<file path="src/rtl/datamover_tcdm_lane_splitter_pkg.sv">
// datamover_tcdm_lane_splitter_pkg: shared defaults and types for the wide-to-narrow TCDM lane splitter
package datamover_tcdm_lane_splitter_pkg;

   localparam int DEFAULT_MP          = 4;
   localparam int DEFAULT_LANE_DW     = 32;
   localparam int DEFAULT_AW          = 32;
   localparam int DEFAULT_SPLIT_DEPTH = 4;

   // one bit per narrow lane at the default lane count
   typedef logic [DEFAULT_MP-1:0] lane_mask_t;

   // width of a counter that must hold every value from 0 to n inclusive
   function automatic int cnt_w(input int n);
      return (n < 1) ? 1 : $clog2(n + 1);
   endfunction

endpackage

</file>
<file path="src/rtl/datamover_tcdm_lane_splitter_if.sv">
// datamover_tcdm_lane_splitter_if: wide HCI-style request/response bus between datamover and lane splitter
// DATAMOVER_SPLIT_RREADY_EN adds the r_ready back-pressure signal on the response side.
interface datamover_tcdm_lane_splitter_if
   import datamover_tcdm_lane_splitter_pkg::*;
#(
   parameter int MP      = DEFAULT_MP,
   parameter int LANE_DW = DEFAULT_LANE_DW,
   parameter int AW      = DEFAULT_AW
);

   logic                    req;
   logic                    gnt;
   logic [AW-1:0]           add;
   logic                    wen;
   logic [MP*LANE_DW/8-1:0] be;
   logic [MP*LANE_DW-1:0]   data;
   logic [MP*LANE_DW-1:0]   r_data;
   logic                    r_valid;
   logic                    err;
`ifdef DATAMOVER_SPLIT_RREADY_EN
   logic                    r_ready;

   modport master (output req, add, wen, be, data, r_ready, input gnt, r_data, r_valid, err);
   modport slave  (input req, add, wen, be, data, r_ready, output gnt, r_data, r_valid, err);
`else
   modport master (output req, add, wen, be, data, input gnt, r_data, r_valid, err);
   modport slave  (input req, add, wen, be, data, output gnt, r_data, r_valid, err);
`endif

endinterface

</file>
<file path="src/rtl/datamover_tcdm_lane_splitter_fifo.sv">
// datamover_lane_resp_fifo: DEPTH-entry synchronous FIFO; pushes when full and pops when empty are ignored
module datamover_lane_resp_fifo
   import datamover_tcdm_lane_splitter_pkg::*;
#(
   parameter int DW    = DEFAULT_LANE_DW,
   parameter int DEPTH = DEFAULT_SPLIT_DEPTH
) (
   input  logic          clk_i,
   input  logic          rst_i,
   input  logic          i_push,
   input  logic          i_pop,
   input  logic [DW-1:0] i_data,
   output logic [DW-1:0] o_data,
   output logic          o_empty,
   output logic          o_full
);

   localparam int PW = (DEPTH > 1) ? $clog2(DEPTH) : 1;
   localparam int CW = cnt_w(DEPTH);

   logic [DW-1:0] r_mem [DEPTH];
   logic [PW-1:0] r_wp, r_rp;
   logic [CW-1:0] r_cnt;
   logic          w_push, w_pop;

   function automatic logic [PW-1:0] nxt(input logic [PW-1:0] p);
      return (p == PW'(DEPTH - 1)) ? '0 : p + 1'b1;
   endfunction

   assign o_empty = (r_cnt == '0);
   assign o_full  = (r_cnt == CW'(DEPTH));
   assign w_push  = i_push & ~o_full;
   assign w_pop   = i_pop & ~o_empty;
   assign o_data  = r_mem[r_rp];

   // pointer and occupancy bookkeeping
   always_ff @(posedge clk_i) begin
      if (rst_i) begin
         r_wp  <= '0;
         r_rp  <= '0;
         r_cnt <= '0;
      end else begin
         if (w_push) r_wp <= nxt(r_wp);
         if (w_pop)  r_rp <= nxt(r_rp);
         r_cnt <= r_cnt + CW'(w_push) - CW'(w_pop);
      end
   end

   // storage carries no reset; validity comes from the occupancy count
   always_ff @(posedge clk_i) begin
      if (w_push) r_mem[r_wp] <= i_data;
   end

endmodule

</file>
<file path="src/rtl/datamover_tcdm_lane_splitter.sv">
// datamover_tcdm_lane_splitter: splits a wide TCDM request into MP narrow lanes and reassembles their responses
// Optional macro DATAMOVER_SPLIT_RREADY_EN: response back-pressure through wide.r_ready.
module datamover_tcdm_lane_splitter
   import datamover_tcdm_lane_splitter_pkg::*;
#(
   parameter int MP      = DEFAULT_MP,
   parameter int LANE_DW = DEFAULT_LANE_DW,
   parameter int AW      = DEFAULT_AW,
   parameter int DEPTH   = DEFAULT_SPLIT_DEPTH
) (
   input  logic                             clk_i,
   input  logic                             rst_i,
   datamover_tcdm_lane_splitter_if.slave    wide,
   output logic [MP-1:0]                    lane_req_o,
   input  logic [MP-1:0]                    lane_gnt_i,
   output logic [MP-1:0][AW-1:0]            lane_add_o,
   output logic [MP-1:0]                    lane_wen_o,
   output logic [MP-1:0][LANE_DW/8-1:0]     lane_be_o,
   output logic [MP-1:0][LANE_DW-1:0]       lane_data_o,
   input  logic [MP-1:0][LANE_DW-1:0]       lane_r_data_i,
   input  logic [MP-1:0]                    lane_r_valid_i
);

   localparam int BW = LANE_DW / 8;
   localparam int CW = cnt_w(DEPTH);

   logic [MP-1:0]              r_done;
   logic [MP-1:0][CW-1:0]      r_pend;
   logic [CW-1:0]              r_out;
   logic                       r_rst_d, r_err;
   logic [MP-1:0]              w_skip, w_lane_gnt, w_accept, w_empty, w_lfull, w_hmask, w_pop_lane;
   logic [MP-1:0][LANE_DW-1:0] w_head;
   logic                       w_run, w_full, w_q_empty, w_q_full, w_complete, w_pop;

   // requests are held off in the reset cycle and the one after it
   assign w_run      = ~rst_i & ~r_rst_d;
   assign w_full     = (r_out == CW'(DEPTH));
   assign lane_req_o = {MP{w_run & wide.req & ~w_full}} & ~r_done & ~w_skip;
   assign w_lane_gnt = lane_req_o & lane_gnt_i;
   assign wide.gnt   = w_run & wide.req & ~w_full & (&(r_done | w_lane_gnt | w_skip));
   assign lane_wen_o = {MP{~rst_i & wide.wen}};

   // head transaction completes once every lane it expects has a response queued
   assign w_complete   = ~rst_i & ~w_q_empty & (&(~w_hmask | ~w_empty));
   assign wide.r_valid = w_complete;
   assign wide.err     = r_err;
`ifdef DATAMOVER_SPLIT_RREADY_EN
   assign w_pop = w_complete & wide.r_ready;
`else
   assign w_pop = w_complete;
`endif
   assign w_pop_lane = {MP{w_pop}} & w_hmask;

   // per-lane slicing of the wide request and reassembly of the wide response
   always_comb begin
      for (int i = 0; i < MP; i++) begin
         lane_add_o[i]  = rst_i ? '0 : wide.add + AW'(i * BW);
         lane_be_o[i]   = rst_i ? '0 : wide.be[i*BW +: BW];
         lane_data_o[i] = rst_i ? '0 : wide.data[i*LANE_DW +: LANE_DW];
         w_skip[i]      = ~wide.wen & ~|wide.be[i*BW +: BW];
         w_accept[i]    = lane_r_valid_i[i] & (r_pend[i] != '0) & ~w_lfull[i];
         wide.r_data[i*LANE_DW +: LANE_DW] = (w_complete & w_hmask[i]) ? w_head[i] : '0;
      end
   end

   // grant tracking, outstanding count and reset-release delay
   always_ff @(posedge clk_i) begin
      if (rst_i) begin
         r_done  <= '0;
         r_out   <= '0;
         r_rst_d <= 1'b1;
      end else begin
         r_done  <= wide.gnt ? '0 : r_done | w_lane_gnt;
         r_out   <= r_out + CW'(wide.gnt) - CW'(w_pop);
         r_rst_d <= 1'b0;
      end
   end

   // responses owed per lane; a response with nothing owed or no room is dropped and flagged
   always_ff @(posedge clk_i) begin
      if (rst_i) begin
         r_pend <= '0;
         r_err  <= 1'b0;
      end else begin
         for (int i = 0; i < MP; i++) r_pend[i] <= r_pend[i] + CW'(w_lane_gnt[i]) - CW'(w_accept[i]);
         r_err <= |(lane_r_valid_i & ~w_accept);
      end
   end

   for (genvar g = 0; g < MP; g++) begin : g_lane
      datamover_lane_resp_fifo #(.DW(LANE_DW), .DEPTH(DEPTH)) u_fifo (
         .clk_i   (clk_i),
         .rst_i   (rst_i),
         .i_push  (w_accept[g]),
         .i_pop   (w_pop_lane[g]),
         .i_data  (lane_r_data_i[g]),
         .o_data  (w_head[g]),
         .o_empty (w_empty[g]),
         .o_full  (w_lfull[g])
      );
   end

   datamover_lane_resp_fifo #(.DW(MP), .DEPTH(DEPTH)) u_mask_q (
      .clk_i   (clk_i),
      .rst_i   (rst_i),
      .i_push  (wide.gnt),
      .i_pop   (w_pop),
      .i_data  (~w_skip),
      .o_data  (w_hmask),
      .o_empty (w_q_empty),
      .o_full  (w_q_full)
   );

`ifndef SYNTHESIS
   a_hold: assert property (@(posedge clk_i) disable iff (rst_i)
      wide.req && !wide.gnt |=> wide.req && $stable(wide.add) && $stable(wide.wen) && $stable(wide.be) && $stable(wide.data));
   a_out_max: assert property (@(posedge clk_i) disable iff (rst_i) r_out <= CW'(DEPTH));
   a_q_track: assert property (@(posedge clk_i) disable iff (rst_i) w_q_full == w_full);
`ifdef DATAMOVER_SPLIT_RREADY_EN
   a_r_hold: assert property (@(posedge clk_i) disable iff (rst_i)
      wide.r_valid && !wide.r_ready |=> wide.r_valid && $stable(wide.r_data));
`endif
`endif

endmodule
</file>
<file path="src/flat_wrapper.sv">
// flat-port wrapper written by rule: the top's interface ports become plain ports
module datamover_tcdm_lane_splitter_flat import datamover_tcdm_lane_splitter_pkg::*;
#(
   parameter int MP      = DEFAULT_MP,
   parameter int LANE_DW = DEFAULT_LANE_DW,
   parameter int AW      = DEFAULT_AW,
   parameter int DEPTH   = DEFAULT_SPLIT_DEPTH
)
  (clk_i, rst_i, lane_req_o, lane_gnt_i, lane_add_o, lane_wen_o, lane_be_o, lane_data_o, lane_r_data_i, lane_r_valid_i, wide_req, wide_add, wide_wen, wide_be, wide_data, wide_gnt, wide_r_data, wide_r_valid, wide_err);
  datamover_tcdm_lane_splitter_if #(.MP(MP), .LANE_DW(LANE_DW), .AW(AW)) wide_i ();
  input  logic clk_i;
  input  logic rst_i;
  output logic [MP-1:0] lane_req_o;
  input  logic [MP-1:0] lane_gnt_i;
  output logic [MP-1:0][AW-1:0] lane_add_o;
  output logic [MP-1:0] lane_wen_o;
  output logic [MP-1:0][LANE_DW/8-1:0] lane_be_o;
  output logic [MP-1:0][LANE_DW-1:0] lane_data_o;
  input  logic [MP-1:0][LANE_DW-1:0] lane_r_data_i;
  input  logic [MP-1:0] lane_r_valid_i;
  input wire logic [$bits(wide_i.req)-1:0] wide_req;
  input wire logic [$bits(wide_i.add)-1:0] wide_add;
  input wire logic [$bits(wide_i.wen)-1:0] wide_wen;
  input wire logic [$bits(wide_i.be)-1:0] wide_be;
  input wire logic [$bits(wide_i.data)-1:0] wide_data;
  output wire logic [$bits(wide_i.gnt)-1:0] wide_gnt;
  output wire logic [$bits(wide_i.r_data)-1:0] wide_r_data;
  output wire logic [$bits(wide_i.r_valid)-1:0] wide_r_valid;
  output wire logic [$bits(wide_i.err)-1:0] wide_err;
  assign wide_i.req = wide_req;
  assign wide_i.add = wide_add;
  assign wide_i.wen = wide_wen;
  assign wide_i.be = wide_be;
  assign wide_i.data = wide_data;
  assign wide_gnt = wide_i.gnt;
  assign wide_r_data = wide_i.r_data;
  assign wide_r_valid = wide_i.r_valid;
  assign wide_err = wide_i.err;
  datamover_tcdm_lane_splitter #(.MP(MP), .LANE_DW(LANE_DW), .AW(AW), .DEPTH(DEPTH)) u_core (.clk_i(clk_i), .rst_i(rst_i), .wide(wide_i), .lane_req_o(lane_req_o), .lane_gnt_i(lane_gnt_i), .lane_add_o(lane_add_o), .lane_wen_o(lane_wen_o), .lane_be_o(lane_be_o), .lane_data_o(lane_data_o), .lane_r_data_i(lane_r_data_i), .lane_r_valid_i(lane_r_valid_i));
endmodule
</file>
<file path="config.mk">
export PLATFORM = sky130hd
export DESIGN_NAME = datamover_tcdm_lane_splitter_flat
export DESIGN_NICKNAME = d
export VERILOG_FILES = /design/src/rtl/datamover_tcdm_lane_splitter_pkg.sv /design/src/rtl/datamover_tcdm_lane_splitter_if.sv /design/src/rtl/datamover_tcdm_lane_splitter_fifo.sv /design/src/rtl/datamover_tcdm_lane_splitter.sv /design/src/flat_wrapper.sv
export SDC_FILE = /design/constraint.sdc
export NUM_CORES = 1
export LEC_CHECK = 0
export ABC_AREA = 1
export BUFFER_PORTS_ARGS = -buffer_cell sky130_fd_sc_hd__buf_2
export CAP_MARGIN = 20
export CORE_AREA = 5 5 276 278
export CTS_CLUSTER_DIAMETER = 100
export CTS_CLUSTER_SIZE = 20
export DETAILED_ROUTE_END_ITERATION = 7
export DIE_AREA = 0 0 281 283
export PLACE_DENSITY_LB_ADDON = 0.08
export SLEW_MARGIN = 30
export SYNTH_ARGS = -nofsm -noshare
export SYNTH_HDL_FRONTEND = slang
export SYNTH_SLANG_ARGS = --single-unit
</file>
<file path="constraint.sdc">
create_clock -name clk_i -period 3.1 [get_ports clk_i]
set_clock_uncertainty 0.2 [all_clocks]
set_input_delay 0.62 -clock clk_i [delete_from_list [all_inputs] [get_ports clk_i]]
set_output_delay 0.62 -clock clk_i [all_outputs]
set_load 0.02 [all_outputs]
</file>
Word level (Yosys, flattened, before mapping) --
Memory sizes are Yosys's and may differ from the RTL's. A register that Yosys moved wholly into a read port is not among the register bits. Cells that the tools add are included.
Storage, ports and cells: word-level logic and storage cells 205, memories 5, memory bits (writable) 528, register bits 56, input bits 316, output and inout port bits 411
Memory list:
- u_core.g_lane[0].u_fifo.r_mem | depth 4, width 32, read ports 1, clocked after memory_dff 1, wr ports 1, RTL line datamover_tcdm_lane_splitter_fifo.sv:21 | logic [DW-1:0] r_mem [DEPTH];
- u_core.g_lane[1].u_fifo.r_mem | depth 4, width 32, read ports 1, clocked after memory_dff 1, wr ports 1, RTL line datamover_tcdm_lane_splitter_fifo.sv:21
- u_core.g_lane[2].u_fifo.r_mem | depth 4, width 32, read ports 1, clocked after memory_dff 1, wr ports 1, RTL line datamover_tcdm_lane_splitter_fifo.sv:21
- u_core.g_lane[3].u_fifo.r_mem | depth 4, width 32, read ports 1, clocked after memory_dff 1, wr ports 1, RTL line datamover_tcdm_lane_splitter_fifo.sv:21
- u_core.u_mask_q.r_mem | depth 4, width 4, read ports 1, clocked after memory_dff 1, wr ports 1, RTL line datamover_tcdm_lane_splitter_fifo.sv:21
Cells by class: reductions and logical operators 21, muxes and demuxes 47, $add $sub $neg 33, equality and inequality tests 16, bitwise gates (word level) 60
Operators by type and width (number):
- 32-bit 2-to-1 mux | 12
- 32-bit by 4-bit adder with 32-bit output (second input constant) | 2
- 2-bit 2-to-1 mux | 20
- 1-bit bitwise AND | 33
- 32-bit by 3-bit adder with 32-bit output (second input constant) | 1
- 3-bit by 1-bit adder with 3-bit output | 10
- 3-bit by 1-bit subtractor with 3-bit output | 10
- 2-bit by 1-bit adder with 2-bit output (second input constant) | 10
- 4-bit bitwise AND | 5
- 2-bit == test (second input constant) | 10
- 4-bit inverter | 5
- 4-bit OR reduction | 5
- 3-bit == test (second input constant) | 6
- 4-bit 2-to-1 mux | 4
- 3-bit zero test | 5
- 1-bit inverter | 14
- 4-bit OR | 3
- 3-bit nonzero test | 4
- 1-bit 2-to-1 mux | 11
- 4-bit AND reduction | 2
- 1-bit zero test | 4
- 2-bit OR reduction | 1

Depth between registers and ports, before layout --
depth after elaboration 14, depth in mapped cells 19, mapped depth without buffers 18

Hierarchy --
From an unflattened synthesis, not the netlist that was laid out.
Unflattened totals: cells, all modules 2806, area, all modules 27851.7 µm²
By module, submodules not included:
- datamover_lane_resp_fifo (u_core.g_lane[0].u_fifo ...) | area each 5275.1 µm², times used 4, cells each 376, sequential area each 4023.9 µm²
- datamover_tcdm_lane_splitter | area each 5635.4 µm², times used 1, cells each 1196, sequential area each 420.4 µm²
- datamover_lane_resp_fifo (u_core.u_mask_q) | area each 1116.1 µm², times used 1, cells each 106, sequential area each 660.6 µm²

Worst setup path after synthesis --
No wires, ideal clock.
path kind input to register, start point input port rst_i, end point register u_core.u_mask_q.r_cnt[2], slack -161 ps, buffers on the path 2, setup time 120 ps, arrival time 2941 ps, required time 2780 ps, stages on the path 18, cells stage by stage buf_2 -> clkinv_2 -> nand2_1 -> nor2_1 -> nand2_1 -> buf_2 -> a31oi_1 -> nand2_1 -> nor2_4 -> nand2_4 -> ha_1 -> inv_1 -> ha_1 -> inv_1 -> fa_1 -> xor2_1 -> o21ai_0 -> a21oi_1
Between the ends: cells in the longest elaborated chain, start to end 14, elaborated cells between the ends (all ways) 17, those cells by class add/sub (2); bitwise (14); reduce/logical (1)
Ends and longest elaborated chain:
- start, declared | RTL line flat_wrapper.sv:12 | input logic rst_i;
- 1-bit inverter * | RTL line datamover_tcdm_lane_splitter.sv:36 | assign w_run = ~rst_i & ~r_rst_d;
- 1-bit bitwise AND * | RTL line datamover_tcdm_lane_splitter.sv:36
- 1-bit bitwise AND * (2 in a row) | RTL line datamover_tcdm_lane_splitter.sv:38, datamover_tcdm_lane_splitter.sv:40
- 4-bit bitwise AND (2 in a row) | RTL line datamover_tcdm_lane_splitter.sv:38 | assign lane_req_o = {MP{w_run & wide.req & ~w_full}} & ~r_done & ~w_skip;
- 4-bit bitwise AND | RTL line datamover_tcdm_lane_splitter.sv:39 | assign w_lane_gnt = lane_req_o & lane_gnt_i;
- 4-bit OR (2 in a row) | RTL line datamover_tcdm_lane_splitter.sv:40 | assign wide.gnt = w_run & wide.req & ~w_full & (&(r_done | w_lane_gnt | w_skip));
- 4-bit AND reduction | RTL line datamover_tcdm_lane_splitter.sv:40
- 1-bit bitwise AND * | RTL line datamover_tcdm_lane_splitter.sv:40
- named net wide_gnt | RTL line flat_wrapper.sv:26 | output wire logic [$bits(wide_i.gnt)-1:0] wide_gnt;
- 1-bit bitwise AND * | RTL line datamover_tcdm_lane_splitter_fifo.sv:32 | assign w_push = i_push & ~o_full;
- 3-bit by 1-bit adder with 3-bit output * | RTL line datamover_tcdm_lane_splitter_fifo.sv:45 | r_cnt <= r_cnt + CW'(w_push) - CW'(w_pop);
- 3-bit by 1-bit subtractor with 3-bit output * | RTL line datamover_tcdm_lane_splitter_fifo.sv:45
- end signal, assigned | RTL line datamover_tcdm_lane_splitter_fifo.sv:45
- end, declared | RTL line datamover_tcdm_lane_splitter_fifo.sv:23 | logic [CW-1:0] r_cnt;
Mark *: on every way through the listed nets, which the timed path passes. The rest lies on a longest branch. A chain may end at the register's enable or synchronous reset.

==> flow_summary.yaml <==
power:
  internal-power_mw: 13.45
  swShare_pct: 29.08
  cellLeakagePower_nw: 15.43
  p_per_area_nw_per_um2: 515.6
  p_seq_share_pct: 53.9
  clock_power_share_pct: 24.8
  switchingPower_mw: 5.517
  combPwrFrac_pct: 21.3
  vdd.ir_drop.worst_mv: 0.3751
critical_path:
  cp-start-kind: "register"
  crit_fanout: 8
  worstPathArrival_ns: 2.52
  crit_type: "register to output port"
  reg2reg_slack_ns: 0.08
  cp-end-kind: "output port"
  crit_required_ns: 2.28
global_route:
  overflow: 0
  grt_pass1_wl_um: 150100
  antenna_found_initial: 39
  track_usage_pct: 25.02
  grt_pass1_vias: 22640
  grt_max_degree: 124
clocking:
  cts_tree: "yes"
  clkSlewWorstSetupHoldPaths_ns: 0.08
  ctsLongestPathBuffers: 3
  cts_sinks: 594
  htree_levels: 2
  cts_buffers: 35
  clk-insertion-delay-late_ns: 0.56
  root_buffer: "clkbuf_16"
  hold_buffers: 0
yosys:
  synthesis.area_sq_um: 27600
  yosys_register_bits: 594
  synthCells: 2768
  ys_warn_count: 0
  avgSynthCellArea_sq_um: 9.973
  yosysSeqAreaShare_pct: 62.22
  synth_nets: 3143
  synth_cell_types: 45
status:
  violations: "negative setup slack"
  status: "finished with violations"
drt:
  wl_per_cell_um: 22.70
  first_pass_iters: 5
  vias: 22620
  viasPerCell: 4.907
  drc: 0
  ant_nets: 0
  wl_um: 104700
  drt-initial-drc-count: 1346
floorplan:
  core_sq_um: 73700
  rows: 100
  io_pins: 727
  chipWidth_um: 281
  die_h_um: 283
  dieArea_sq_um: 79520
  initial_core_util_pct: 37.46
place:
  hpwl_um: 77290
  port_buffers: 726
  place_ws_ns: -0.2031
  gp_congestion: 0.9751
final_layout:
  multiInputGateArea_sq_um: 9424
  layout.area.seq_sq_um: 17190
  drive_above_1_share_pct: 34.64
  fill_cells: 6881
  num-nets-final: 3972
  syn_to_final_growth_pct: 33.28
  final_cell_mix: "nor2_1 (798), buf_2 (582), edfxtp_1 (528), inv_1 (309), o21ai_0 (279)"
  layout_commonest_cell: "nor2_1"
  utilization_pct: 49.92
job:
  maxCapViolCount: 0
hold_path:
  holdCritPathClass: "primary input to register"
sta:
  worst_slack_ns: -0.2416
  timing.setup.tns_ns: -23.17
  hold_viol: 0
  holdWs_ns: 0.07323
  drv_slew: 0
  fmax_mhz: 299.3
  period_needed_ns: 3.342
  tightest_slew_ns: 0.7751
  setup-violations-final: 129
  slew_headroom_pct: 48.27
  rsz0062_at_grt: "true"
  post-route-period-util_pct: 107.8
## cell usage after synthesis (all sizes together)
library cell	n	share of area, %
a211oi	5	0.14
buf	45	1.1
nand3	16	0.47
o211ai	5	0.14
o21ai	321	5.8
xnor2	2	0.063
edfxtp	528	57
dfxtp	66	4.8
o22ai	1	0.023
fa	10	0.73
o21a	2	0.054
nand2	114	1.6
o2111ai	1	0.032
nand4	13	0.29
xor2	12	0.38
a21oi	219	5.5
inv	346	4.7
ha	49	2.2
a31oi	5	0.11
clkbuf	102	1.4
nand3b	1	0.027
nor4	8	0.20
nor2	840	12
clkinv	3	0.045
o31ai	2	0.054
a22oi	4	0.11
or2	1	0.023
nor3	46	0.89
o311ai	1	0.032
## metrics by stage
step,area [sq um],power (mW),instances
2_1_floorplan,27650,12.65,2768
3_3_place_gp,33530,14.17,4496
4_1_cts,35980,19.12,4580
3_5_place_dp,33530,14.29,4496
5_1_grt,36770,20.00,4603
6_report,36790,18.97,4610
## worst max-delay path, stage by stage, from the launching register on
cell	delay, ns
dfxtp_4	0.37
buf_6	0.13
nand2_1	0.05
nand2_1	0.05
nand2_1	0.07
o21ai_2	0.09
nand3b_1	0.11
nand2_2	0.09
nor2_8	0.14
buf_4	0.14
nand3_4	0.17
clkbuf_16	0.27
a21oi_4	0.13
buf_6	0.14
## flip-flops by register name (all words and copies together), names as in the netlist, named ones only
register and flops:
u_core.g_lane.u_fifo.r_wp 8, u_core.wide.err 1, u_core.u_mask_q.r_cnt 3, u_core.g_lane.u_fifo.r_cnt 12
u_core.r_out 3, u_core.g_lane.u_fifo.r_mem 512, u_core.g_lane.u_fifo.r_rp 8, u_core.r_done 4
u_core.u_mask_q.r_mem 16, u_core.r_rst_d 1, u_core.u_mask_q.r_rp 2, u_core.r_pend 12
u_core.u_mask_q.r_wp 2
## worst paths after layout
kind,startpoint,end,cells past startpoint
max,register,wide_r_data[124],13
min,lane_r_data_i[43],u_core.g_lane[1].u_fifo.r_mem[3][11],1
max reg2reg,register,u_core.g_lane[2].u_fifo.r_cnt[2],17
min reg2reg,u_core.u_mask_q.r_rp[1],register,2
## cells by family after synthesis
kind of cell | after synthesis | share of synthesized area [%]
and+or+nand+nor | 1039 | 15.05
DFF | 594 | 62.22
AOI/OAI and AO/OA | 566 | 12.06
buffers and inverters | 496 | 7.279
adders and majority gates | 59 | 2.946
xor gates and xnor gates | 14 | 0.4442
## layout make-up
cell class	count	area share, %
Tap cell	969	3.295
Antenna cell	18	0.1224
Timing Repair Buffer	938	17.87
Sequential cell	594	46.71
Clock buffer	62	2.772
Multi-Input combinational cell	1679	25.61
Inverter	349	3.588
Clock inverter	1	0.02381
## layer usage
layer | GRT usage [%] | vias up | part of all wire [%]
li1 | - | 10840 | -
met1 | 28.76 | 10910 | 37
met2 | 46.05 | 708 | 53
met3 | 4.273 | 169 | 5.3
met4 | 9.928 | 2 | 4.4
met5 | 0 | - | 0.012
## timing repair
action                     in CTS  in global routing
gates cloned                    6                  4
setup endpoints to repair     164                187
gates resized for setup       302                158
setup buffers                  16                  9
pin swaps                       5                 34
## power groups by stage
stage / combinational [mW] / clock (mW) / sequential, mW
2_1_floorplan: 2.28 / 0 / 10.4
3_3_place_gp: 3.81 / 0 / 10.4
3_5_place_dp: 3.89 / 0 / 10.4
4_1_cts: 4.04 / 4.87 / 10.2
5_1_grt: 4.53 / 5.16 / 10.3
6_report: 4.04 / 4.71 / 10.2
Note: power is estimated with default switching activity, not from simulation.
